### config.mk
export PLATFORM = sky130hd
export DESIGN_NAME = memory_access
export DESIGN_NICKNAME = d
export VERILOG_FILES = /design/src/rtl/memory_access.sv
export SDC_FILE = /design/constraint.sdc
export NUM_CORES = 1
export LEC_CHECK = 0
export BUFFER_PORTS_ARGS = -buffer_cell sky130_fd_sc_hd__buf_4
export CORE_ASPECT_RATIO = 1.2
export CORE_MARGIN = 10
export CORE_UTILIZATION = 40
export DETAILED_ROUTE_END_ITERATION = 8
export HOLD_SLACK_MARGIN = 0.12
export PLACE_DENSITY_LB_ADDON = 0.1
export SKIP_LAST_GASP = 1
export SLEW_MARGIN = 0
export SYNTH_ARGS = -nofsm -noshare
export SYNTH_HDL_FRONTEND = slang
export SYNTH_SLANG_ARGS = --single-unit
export TNS_END_PERCENT = 10
### constraint.sdc
create_clock -name clk -period 2.5 [get_ports clk]
set_clock_uncertainty 0.2 [all_clocks]
set_input_delay 0.125 -clock clk [delete_from_list [all_inputs] [get_ports clk]]
set_output_delay 0.125 -clock clk [all_outputs]
set_load 0.02 [all_outputs]
### src/rtl/memory_access.sv
// memory_access: MEM stage of the MIPS32 pipeline, producer of the 44-bit mem_wb packet.
//
// Accepts EX/MEM packets over a valid/ready handshake. LW (35) and SW (43) go through a
// variable-latency req/ack data-memory port; all other opcodes pass their ALU result straight
// through with one cycle of latency. Exactly one mem_wb word is produced per clock: either a
// completed instruction or a BUBBLE ({6'd43, 38'b0}). Opcode 43 keeps WB from writing a register.
//
// Ports:
//   clk, reset_n      clock; synchronous active-low reset
//   ex_valid/ex_mem   input packet {opcode[74:69], alu_result[68:37], store_data[36:5], dest[4:0]}
//   ex_ready          combinational, high only in IDLE and out of reset
//   dmem_req/we/addr/wdata   registered data-memory request, held stable while waiting
//   dmem_rdata/ack    data-memory response, sampled only while waiting
//   mem_wb            registered {opcode[43:38], wb_data[37:6], dest[5:1], is_load[0]}
//   mem_err           one-cycle pulse when an access is aborted
//
// Parameter TIMEOUT_CYCLES: wait cycles without ack before the access is aborted (0 = never).
// Optional macro MEM_ALIGN_CHECK_EN: misaligned LW/SW raise mem_err instead of issuing a request.

module memory_access #(
    parameter int unsigned TIMEOUT_CYCLES = 16
) (
    input  logic        clk,
    input  logic        reset_n,
    input  logic        ex_valid,
    input  logic [74:0] ex_mem,
    output logic        ex_ready,
    output logic        dmem_req,
    output logic        dmem_we,
    output logic [31:0] dmem_addr,
    output logic [31:0] dmem_wdata,
    input  logic [31:0] dmem_rdata,
    input  logic        dmem_ack,
    output logic [43:0] mem_wb,
    output logic        mem_err
);

    localparam int unsigned CntW = (TIMEOUT_CYCLES == 0) ? 1 : $clog2(TIMEOUT_CYCLES + 1);
    localparam logic [CntW-1:0] TimeoutVal = CntW'(TIMEOUT_CYCLES);
    localparam bit TimeoutEn = (TIMEOUT_CYCLES != 0);

    localparam logic [5:0]  OpLw   = 6'd35;
    localparam logic [5:0]  OpSw   = 6'd43;
    localparam logic [43:0] Bubble = {6'd43, 38'b0};

    typedef enum logic [0:0] {StIdle, StWait} state_e;

    state_e          state_q, state_d;
    logic            req_q, req_d;
    logic            we_q, we_d;
    logic [31:0]     addr_q, addr_d;
    logic [31:0]     wdata_q, wdata_d;
    logic [5:0]      op_q, op_d;
    logic [4:0]      dest_q, dest_d;
    logic [43:0]     wb_q, wb_d;
    logic            err_q, err_d;
    logic [CntW-1:0] cnt_q, cnt_d;

    logic [5:0]      in_op;
    logic [31:0]     in_alu;
    logic [31:0]     in_sd;
    logic [4:0]      in_dest;
    logic            accept;
    logic            is_mem_op;
    logic            misaligned;
    logic [CntW-1:0] cnt_inc;
    logic            timeout_hit;

    assign in_op   = ex_mem[74:69];
    assign in_alu  = ex_mem[68:37];
    assign in_sd   = ex_mem[36:5];
    assign in_dest = ex_mem[4:0];

    assign ex_ready  = reset_n && (state_q == StIdle);
    assign accept    = ex_valid && ex_ready;
    assign is_mem_op = (in_op == OpLw) || (in_op == OpSw);

`ifdef MEM_ALIGN_CHECK_EN
    assign misaligned = (in_alu[1:0] != 2'b00);
`else
    assign misaligned = 1'b0;
`endif

    assign cnt_inc     = cnt_q + CntW'(1);
    // cnt_q counts completed ack-less wait cycles; this cycle is the last allowed one.
    assign timeout_hit = TimeoutEn && (cnt_inc == TimeoutVal);

    always_comb begin
        state_d = state_q;
        req_d   = req_q;
        we_d    = we_q;
        addr_d  = addr_q;
        wdata_d = wdata_q;
        op_d    = op_q;
        dest_d  = dest_q;
        wb_d    = Bubble;
        err_d   = 1'b0;
        cnt_d   = cnt_q;

        unique case (state_q)
            StIdle: begin
                cnt_d = '0;
                if (accept) begin
                    if (is_mem_op) begin
                        if (misaligned) begin
                            err_d = 1'b1;
                        end else begin
                            op_d    = in_op;
                            dest_d  = in_dest;
                            addr_d  = in_alu;
                            wdata_d = in_sd;
                            we_d    = (in_op == OpSw);
                            req_d   = 1'b1;
                            state_d = StWait;
                        end
                    end else begin
                        wb_d = {in_op, in_alu, in_dest, 1'b0};
                    end
                end
            end
            StWait: begin
                if (dmem_ack) begin
                    // Ack wins over a coincident timeout.
                    req_d   = 1'b0;
                    we_d    = 1'b0;
                    cnt_d   = '0;
                    state_d = StIdle;
                    if (op_q == OpLw) begin
                        wb_d = {OpLw, dmem_rdata, dest_q, 1'b1};
                    end else begin
                        wb_d = {OpSw, wdata_q, dest_q, 1'b0};
                    end
                end else if (timeout_hit) begin
                    req_d   = 1'b0;
                    we_d    = 1'b0;
                    err_d   = 1'b1;
                    cnt_d   = '0;
                    state_d = StIdle;
                end else if (cnt_q != '1) begin
                    // Saturate rather than wrap when timeouts are disabled.
                    cnt_d = cnt_inc;
                end
            end
            default: begin
                state_d = StIdle;
                req_d   = 1'b0;
            end
        endcase
    end

    always_ff @(posedge clk) begin
        if (!reset_n) begin
            state_q <= StIdle;
            req_q   <= 1'b0;
            we_q    <= 1'b0;
            addr_q  <= '0;
            wdata_q <= '0;
            op_q    <= '0;
            dest_q  <= '0;
            wb_q    <= Bubble;
            err_q   <= 1'b0;
            cnt_q   <= '0;
        end else begin
            state_q <= state_d;
            req_q   <= req_d;
            we_q    <= we_d;
            addr_q  <= addr_d;
            wdata_q <= wdata_d;
            op_q    <= op_d;
            dest_q  <= dest_d;
            wb_q    <= wb_d;
            err_q   <= err_d;
            cnt_q   <= cnt_d;
        end
    end

    assign dmem_req   = req_q;
    assign dmem_we    = we_q;
    assign dmem_addr  = addr_q;
    assign dmem_wdata = wdata_q;
    assign mem_wb     = wb_q;
    assign mem_err    = err_q;

endmodule

==> flow_metrics.py, run 1 <==
metrics = {
    "global_routing": {
        "antenna_found_initial": 1,
        "grt_pass1_vias": 5327,
        "grt_pass1_wl_mm": 28.66,
        "grt_start_max_net_pins": 75,
        "grt.total_usage_pct": 21.41,
        "grt_overflow": 0,
    },
    "synthesis": {
        "synth_top_area_share_pct": 54.45,
        "netlist_area_sq_um": 4706,
        "synth_cell_type_count": 38,
        "synth_flop_cell": "dfxtp_1",
        "ys_seq_area_share_pct": 54.45,
        "synthArstFlopShare_pct": 0,
        "synth.area.top_cells": "dfxtp_1 (54%), nand2_1 (14%), a21oi_1 (8.1%)",
        "synth_edf_count": 0,
        "syn_area_per_cell_sq_um": 8.682,
        "postSynthNetCount": 655,
        "synth_cells": 542,
        "ys_ff_latch": 128,
        "synth_top_area_cell": "dfxtp_1",
        "ys_warn_count": 0,
    },
    "timing": {
        "rsz0062_at_grt": "false",
        "slew_violations": 0,
        "setup_viol": 0,
        "holdWs_ps": 218.7,
        "worst_slew_pin_slew_ps": 708.5,
        "relSlewSlack_pct": 52.77,
        "max_freq_ghz": 0.4214,
        "hold_violations": 0,
        "period_needed_ps": 2373,
        "finalSetupTns_ps": 0,
        "period_share_pct": 94.91,
    },
    "clocking": {
        "clkLatencyLatePin_ps": 410,
        "htree_num_levels": 4,
        "cts_root_buffer": "clkbuf_16",
        "postCtsSetupRepairBufs": 0,
        "clock_path_buffers": 2,
        "cts_tree": "built",
        "cts.sinks": 128,
        "clkTransAtPathRegs_ps": 60,
        "numCtsBuffers": 17,
    },
    "die": {
        "fp.dieH_microns": 138.8,
        "initial_core_util_pct": 40.87,
        "ios": 223,
        "rows": 43,
        "coreArea_sq_um": 11510,
        "die_w_microns": 119.0,
        "dieArea_sq_um": 16520,
    },
    "setup_path": {
        "path_class": "input port to flop",
        "crit_required_ps": 2610,
        "slowest_delay_ps": 600,
        "cpMaxStageDelayCell": "a21oi_2",
        "r2r-start": "state_q$_SDFF_PN0_",
        "reg2reg_to": "mem_wb[24]$_SDFF_PN0_",
        "critPathLaunchType": "input port",
        "cp.depth": 7,
        "startpoint": "ex_mem[70]",
        "path_common_cell": "dlygate4sd3_1",
        "crit_family": "buffers and inverters",
        "worst_setup_path_end_kind": "flop",
        "arrival_ps": 2480,
        "path_buf_inv": 3,
        "path_max_fanout": 10,
        "crit_path_cell_trace": "dlygate4sd3_1, buf_4, and4bb_2, a21oi_2, nand2_1, dlygate4sd3_1, o21ai_0",
        "ff2ff_path_depth": 5,
        "reg2reg_slack_ps": 170,
        "critPathCapture": "mem_wb[24]$_SDFF_PN0_",
    },
    "routing": {
        "drtPass1Iterations": 4,
        "wl_per_cell_microns": 17.39,
        "drtIter0Drc": 291,
        "drc": 0,
        "dr_total_vias": 5131,
        "viasPerCell": 4.845,
        "ant_nets": 0,
        "finalWirelength_mm": 18.42,
    },
    "final_layout": {
        "mostFrequentLayoutCell": "buf_4",
        "syn_to_final_growth_pct": 79.47,
        "fillers": 853,
        "drive_gt1_share_pct": 30.41,
        "fin_cells": 1059,
        "final_cell_mix": "buf_4 (230), nand2_1 (175), dlygate4sd3_1 (130)",
        "final_net_count": 1001,
        "post-route-util_pct": 73.35,
    },
    "hold_path": {
        "hold_class": "input port to flop",
    },
    "placement": {
        "place.gp.congestion": 0.8229,
        "port_buffers": 222,
        "hpwl_mm": 11.64,
        "dp_cells": 895,
    },
    "pwr": {
        "ir_drop_mv": 0.4550,
        "power_density_nw_per_um2": 629.3,
        "leakage_nw": 3.479,
    },
    "outcome": {
        "status": "complete, no violations",
    },
    "run": {
        "timing.max_cap.violations": 0,
    },
}
## how the worst min path moves through the flow
stage	from	to	cells past startpoint
6_report	ex_valid	dmem_wdata[7]$_SDFFE_PN0P_	5
5_1_grt	ex_valid	dest_q[3]$_SDFFE_PN0P_	5
4_1_cts	ex_valid	state_q$_SDFF_PN0_	4
3_5_place_dp	ex_mem[70]	mem_wb[39]$_SDFF_PP1_	2
3_3_place_gp	ex_mem[69]	mem_wb[38]$_SDFF_PP1_	2
2_1_floorplan	ex_mem[69]	mem_wb[38]$_SDFF_PP1_	1
## tightest hold or removal path: cells and delay by family
| kind | cells | cell delay (ps) |
|---|---|---|
| buffers and inverters | 2 | 360 |
| and+or+nand+nor | 2 | 240 |
| AOI/OAI and AO/OA | 1 | 50 |
## flip-flops by register name, indices dropped and copies added, names as in the netlist
name        flops
op_q            6
dmem_wdata     32
state_q         1
dest_q          5
mem_wb         44
mem_err         1
dmem_req        1
dmem_we         1
dmem_addr      32
cnt_q           5
## cells by family (layout without fill, tap and decap cells)
group / after synthesis / after routing / share of synthesized area, %
AO/OA/AOI/OAI: 119 / 120 / 13.19
other: 0 / 1 / 0
multiplexers: 34 / 34 / 7.232
AND/OR/NAND/NOR: 218 / 218 / 19.30
adder cells (fa/ha/maj): 2 / 2 / 0.5317
XOR/XNOR: 1 / 1 / 0.1862
flip-flops: 128 / 128 / 54.45
buffers and inverters: 40 / 398 / 5.105
## stage by stage
step                cell area (sq um)  power [W]  worst slack (ps)
floorplan                        4706   0.002234             495.2
global placement                 6472   0.002452             428.3
detailed placement               6472   0.002457             325.3
CTS                              8432   0.005339             100.3
global route                     8446   0.005473             40.82
finish                           8446   0.005315             127.1
## final cells by class
type / instances / area, sq um / area share (%)
well taps: 157 / 196.4 / 2.326
clock buffers: 17 / 425.4 / 5.037
diodes: 1 / 2.502 / 0.02963
clock inverters: 15 / 232.7 / 2.756
inverters: 3 / 11.26 / 0.1333
flip-flops and latches: 128 / 2562 / 30.34
multi-input cells: 375 / 1927 / 22.81
repair buffers: 363 / 3088 / 36.56
## cells in the mapped netlist (2+ instances only)
library cell / number
o21ai_1: 18
nor2b_1: 2
a22oi_1: 5
nor2_1: 15
buf_2: 11
clkbuf_1: 14
nand2_1: 176
nand2b_1: 2
buf_6: 10
and2_1: 2
o21ai_0: 15
ha_1: 2
a21oi_1: 76
inv_1: 2
dfxtp_1: 128
and3_1: 4
nand3_1: 3
nor3_1: 3
mux2i_1: 34
nand3b_1: 2
## metal layers
layer	part of all wire, %	up-vias	routed length [microns]	GRT usage, %
met5	0	-	0	0
met4	2.5	0	452	9.594
met3	6.8	26	1258	6.395
met2	52	202	9562	37.50
met1	39	2404	7141	23.11
li1	-	2499	-	-
## timing repair
action / in CTS / in global routing
endpoints found under the hold margin: 124 / 0
setup endpoints to repair: 0 / 17
resized for setup: 0 / 1
hold buffers: 130 / 0
## power by group
part / internal, W / switching [W] / total, W
Clock: 0.00178 / 0.000950 / 0.00273
Sequential: 0.00207 / 0.0000118 / 0.00208
Combinational: 0.000300 / 0.000198 / 0.000498
No activity file was read; power rests on OpenSTA's default activity.
==> inputs of run 2 (changes only) <==
- RECOVER_POWER: not set -> 100
==> run 2 against run 1 <==
Sequential share of layout area increased by 1.7 points. Global-route usage unchanged. Cell count unchanged. Clock-buffer cell count unchanged. Flip-flop and latch count unchanged. Sequential power about the same. Non-clock buffer count unchanged. Critical path type unchanged. Largest cell class unchanged. Highest routed layer unchanged.
==> flow_metrics.py, run 2 (synthesized netlist as in run 1, its figures left out) <==
metrics = {
    "setup_path": {
        "crit_path_cell_trace": "dlygate4sd3_1, clkbuf_1, and4bb_1, a21oi_2, nand2_1, dlygate4sd3_1, o21ai_0",
        "slowest_delay_ps": 600,
        "reg2reg_slack_ps": 180,
        "critPathLaunchType": "input port",
        "crit_family": "buffers and inverters",
        "worst_setup_path_end_kind": "flop",
        "path_common_cell": "dlygate4sd3_1",
        "ff2ff_path_depth": 5,
        "cpMaxStageDelayCell": "a21oi_2",
        "crit_required_ps": 2610,
        "reg2reg_to": "mem_wb[24]$_SDFF_PN0_",
        "path_buf_inv": 3,
        "path_max_fanout": 10,
        "r2r-start": "state_q$_SDFF_PN0_",
        "arrival_ps": 2480,
        "path_class": "input port to flop",
    },
    "final_layout": {
        "final_area_sq_um": 7995,
        "final_cell_mix": "nand2_1 (175), dlygate4sd3_1 (130), dfxtp_1 (128)",
        "fillers": 1007,
        "largest_reg_flops": 44,
        "syn_to_final_growth_pct": 69.90,
        "seq_area_sq_um": 2562,
        "mostFrequentLayoutCell": "nand2_1",
        "multi_input_area_sq_um": 1924,
        "post-route-util_pct": 69.44,
        "drive_gt1_share_pct": 17.76,
        "final_net_count": 1001,
    },
    "timing": {
        "hold_violations": 0,
        "slew_violations": 0,
        "relSlewSlack_pct": 43.03,
        "period_needed_ps": 2370,
        "finalSetupTns_ps": 0,
        "setup_viol": 0,
        "rsz0062_at_grt": "false",
        "period_share_pct": 94.79,
        "max_freq_ghz": 0.4220,
        "worst_slew_pin_slew_ps": 854.6,
    },
    "routing": {
        "dr_total_vias": 5130,
        "ant_nets": 0,
        "finalWirelength_mm": 18.48,
        "drtIter0Drc": 247,
        "drc": 0,
        "viasPerCell": 4.844,
        "wl_per_cell_microns": 17.45,
        "drtPass1Iterations": 4,
    },
    "clocking": {
        "cts_root_buffer": "clkbuf_16",
        "cts_tree": "built",
        "clkLatencyLatePin_ps": 410,
        "cts.sinks": 128,
        "clkTransAtPathRegs_ps": 60,
        "clock_path_buffers": 2,
        "numCtsBuffers": 17,
        "postCtsSetupRepairBufs": 0,
        "htree_num_levels": 4,
    },
    "global_routing": {
        "grt.total_usage_pct": 21.41,
        "grt_start_max_net_pins": 75,
        "antenna_found_initial": 1,
        "grt_pass1_vias": 5327,
        "grt_pass1_wl_mm": 28.66,
        "grt_overflow": 0,
    },
    "pwr": {
        "power_density_nw_per_um2": 661.7,
        "leakage_nw": 3.009,
        "ir_drop_mv": 0.4514,
    },
    "outcome": {
        "status": "complete, no violations",
    },
    "hold_path": {
        "min_to": "dest_q[3]$_SDFFE_PN0P_",
        "worstHoldPathCells": 5,
        "hold_class": "input port to flop",
        "hold_start": "ex_valid",
    },
    "placement": {
        "place.gp.congestion": 0.8229,
        "port_buffers": 222,
        "placed_area_sq_um": 6472,
        "hpwl_mm": 11.64,
    },
    "run": {
        "timing.max_cap.violations": 0,
    },
    "die": {
        "initial_core_util_pct": 40.87,
        "dieArea_sq_um": 16520,
        "die_w_microns": 119.0,
        "coreArea_sq_um": 11510,
        "rows": 43,
        "fp.dieH_microns": 138.8,
        "ios": 223,
    },
}
## run 2: tightest hold or removal path, delay by kind of cell
kind / cells / cell delay [ps]
simple gates: 2 / 290
buf+inv: 2 / 330
compound gates: 1 / 50
## run 2: layout make-up
class	instances	share of cell area [%]
Inverter	3	0.1408
Multi-Input combinational cell	375	24.07
Clock inverter	15	2.911
Sequential cell	128	32.05
Timing Repair Buffer	363	33.02
Tap cell	157	2.457
Antenna cell	1	0.03130
Clock buffer	17	5.321
## run 2: timing repair
action                                  in CTS  in global routing
hold endpoints to repair                   124                  0
gates resized for setup                      0                  1
endpoints found under the setup margin       0                 17
hold buffers                               130                  0
## run 2: worst max path at each step
stage / startpoint / end / slack [ps] / cells past startpoint
CTS: ex_mem[70] / mem_wb[32]$_SDFF_PN0_ / 100 / 8
global placement: cnt_q[0]$_SDFFE_PN0P_ / cnt_q[1]$_SDFFE_PN0P_ / 430 / 7
finish: ex_mem[70] / mem_wb[24]$_SDFF_PN0_ / 130 / 7
floorplan: cnt_q[0]$_SDFFE_PN0P_ / cnt_q[1]$_SDFFE_PN0P_ / 500 / 7
detailed placement: cnt_q[0]$_SDFFE_PN0P_ / cnt_q[1]$_SDFFE_PN0P_ / 330 / 7
global route: ex_mem[70] / mem_wb[28]$_SDFF_PN0_ / 40 / 8
## run 2: routing by layer
layer / share of wire [%] / GRT usage, %
met3: 5.4 / 6.395
met5: 0 / 0
met1: 41 / 23.11
met2: 51 / 37.50
met4: 2.4 / 9.594
## run 2: report_power, final
part	switching (W)	total (W)	internal (W)
clock network	0.000956	0.00274	0.00178
logic	0.000197	0.000469	0.000272
registers	0.0000112	0.00208	0.00207
## run 2: stage by stage
stage               worst slack, ps  power [W]  std cells  hold slack (ps)
floorplan                     495.2   0.002234        542            26.47
global placement              428.3   0.002452        895            127.7
detailed placement            325.3   0.002457        895            132.9
CTS                           100.3   0.005339       1057            202.0
global route                  43.03   0.005442       1059            267.8
finish                        130.2   0.005291       1059            244.7
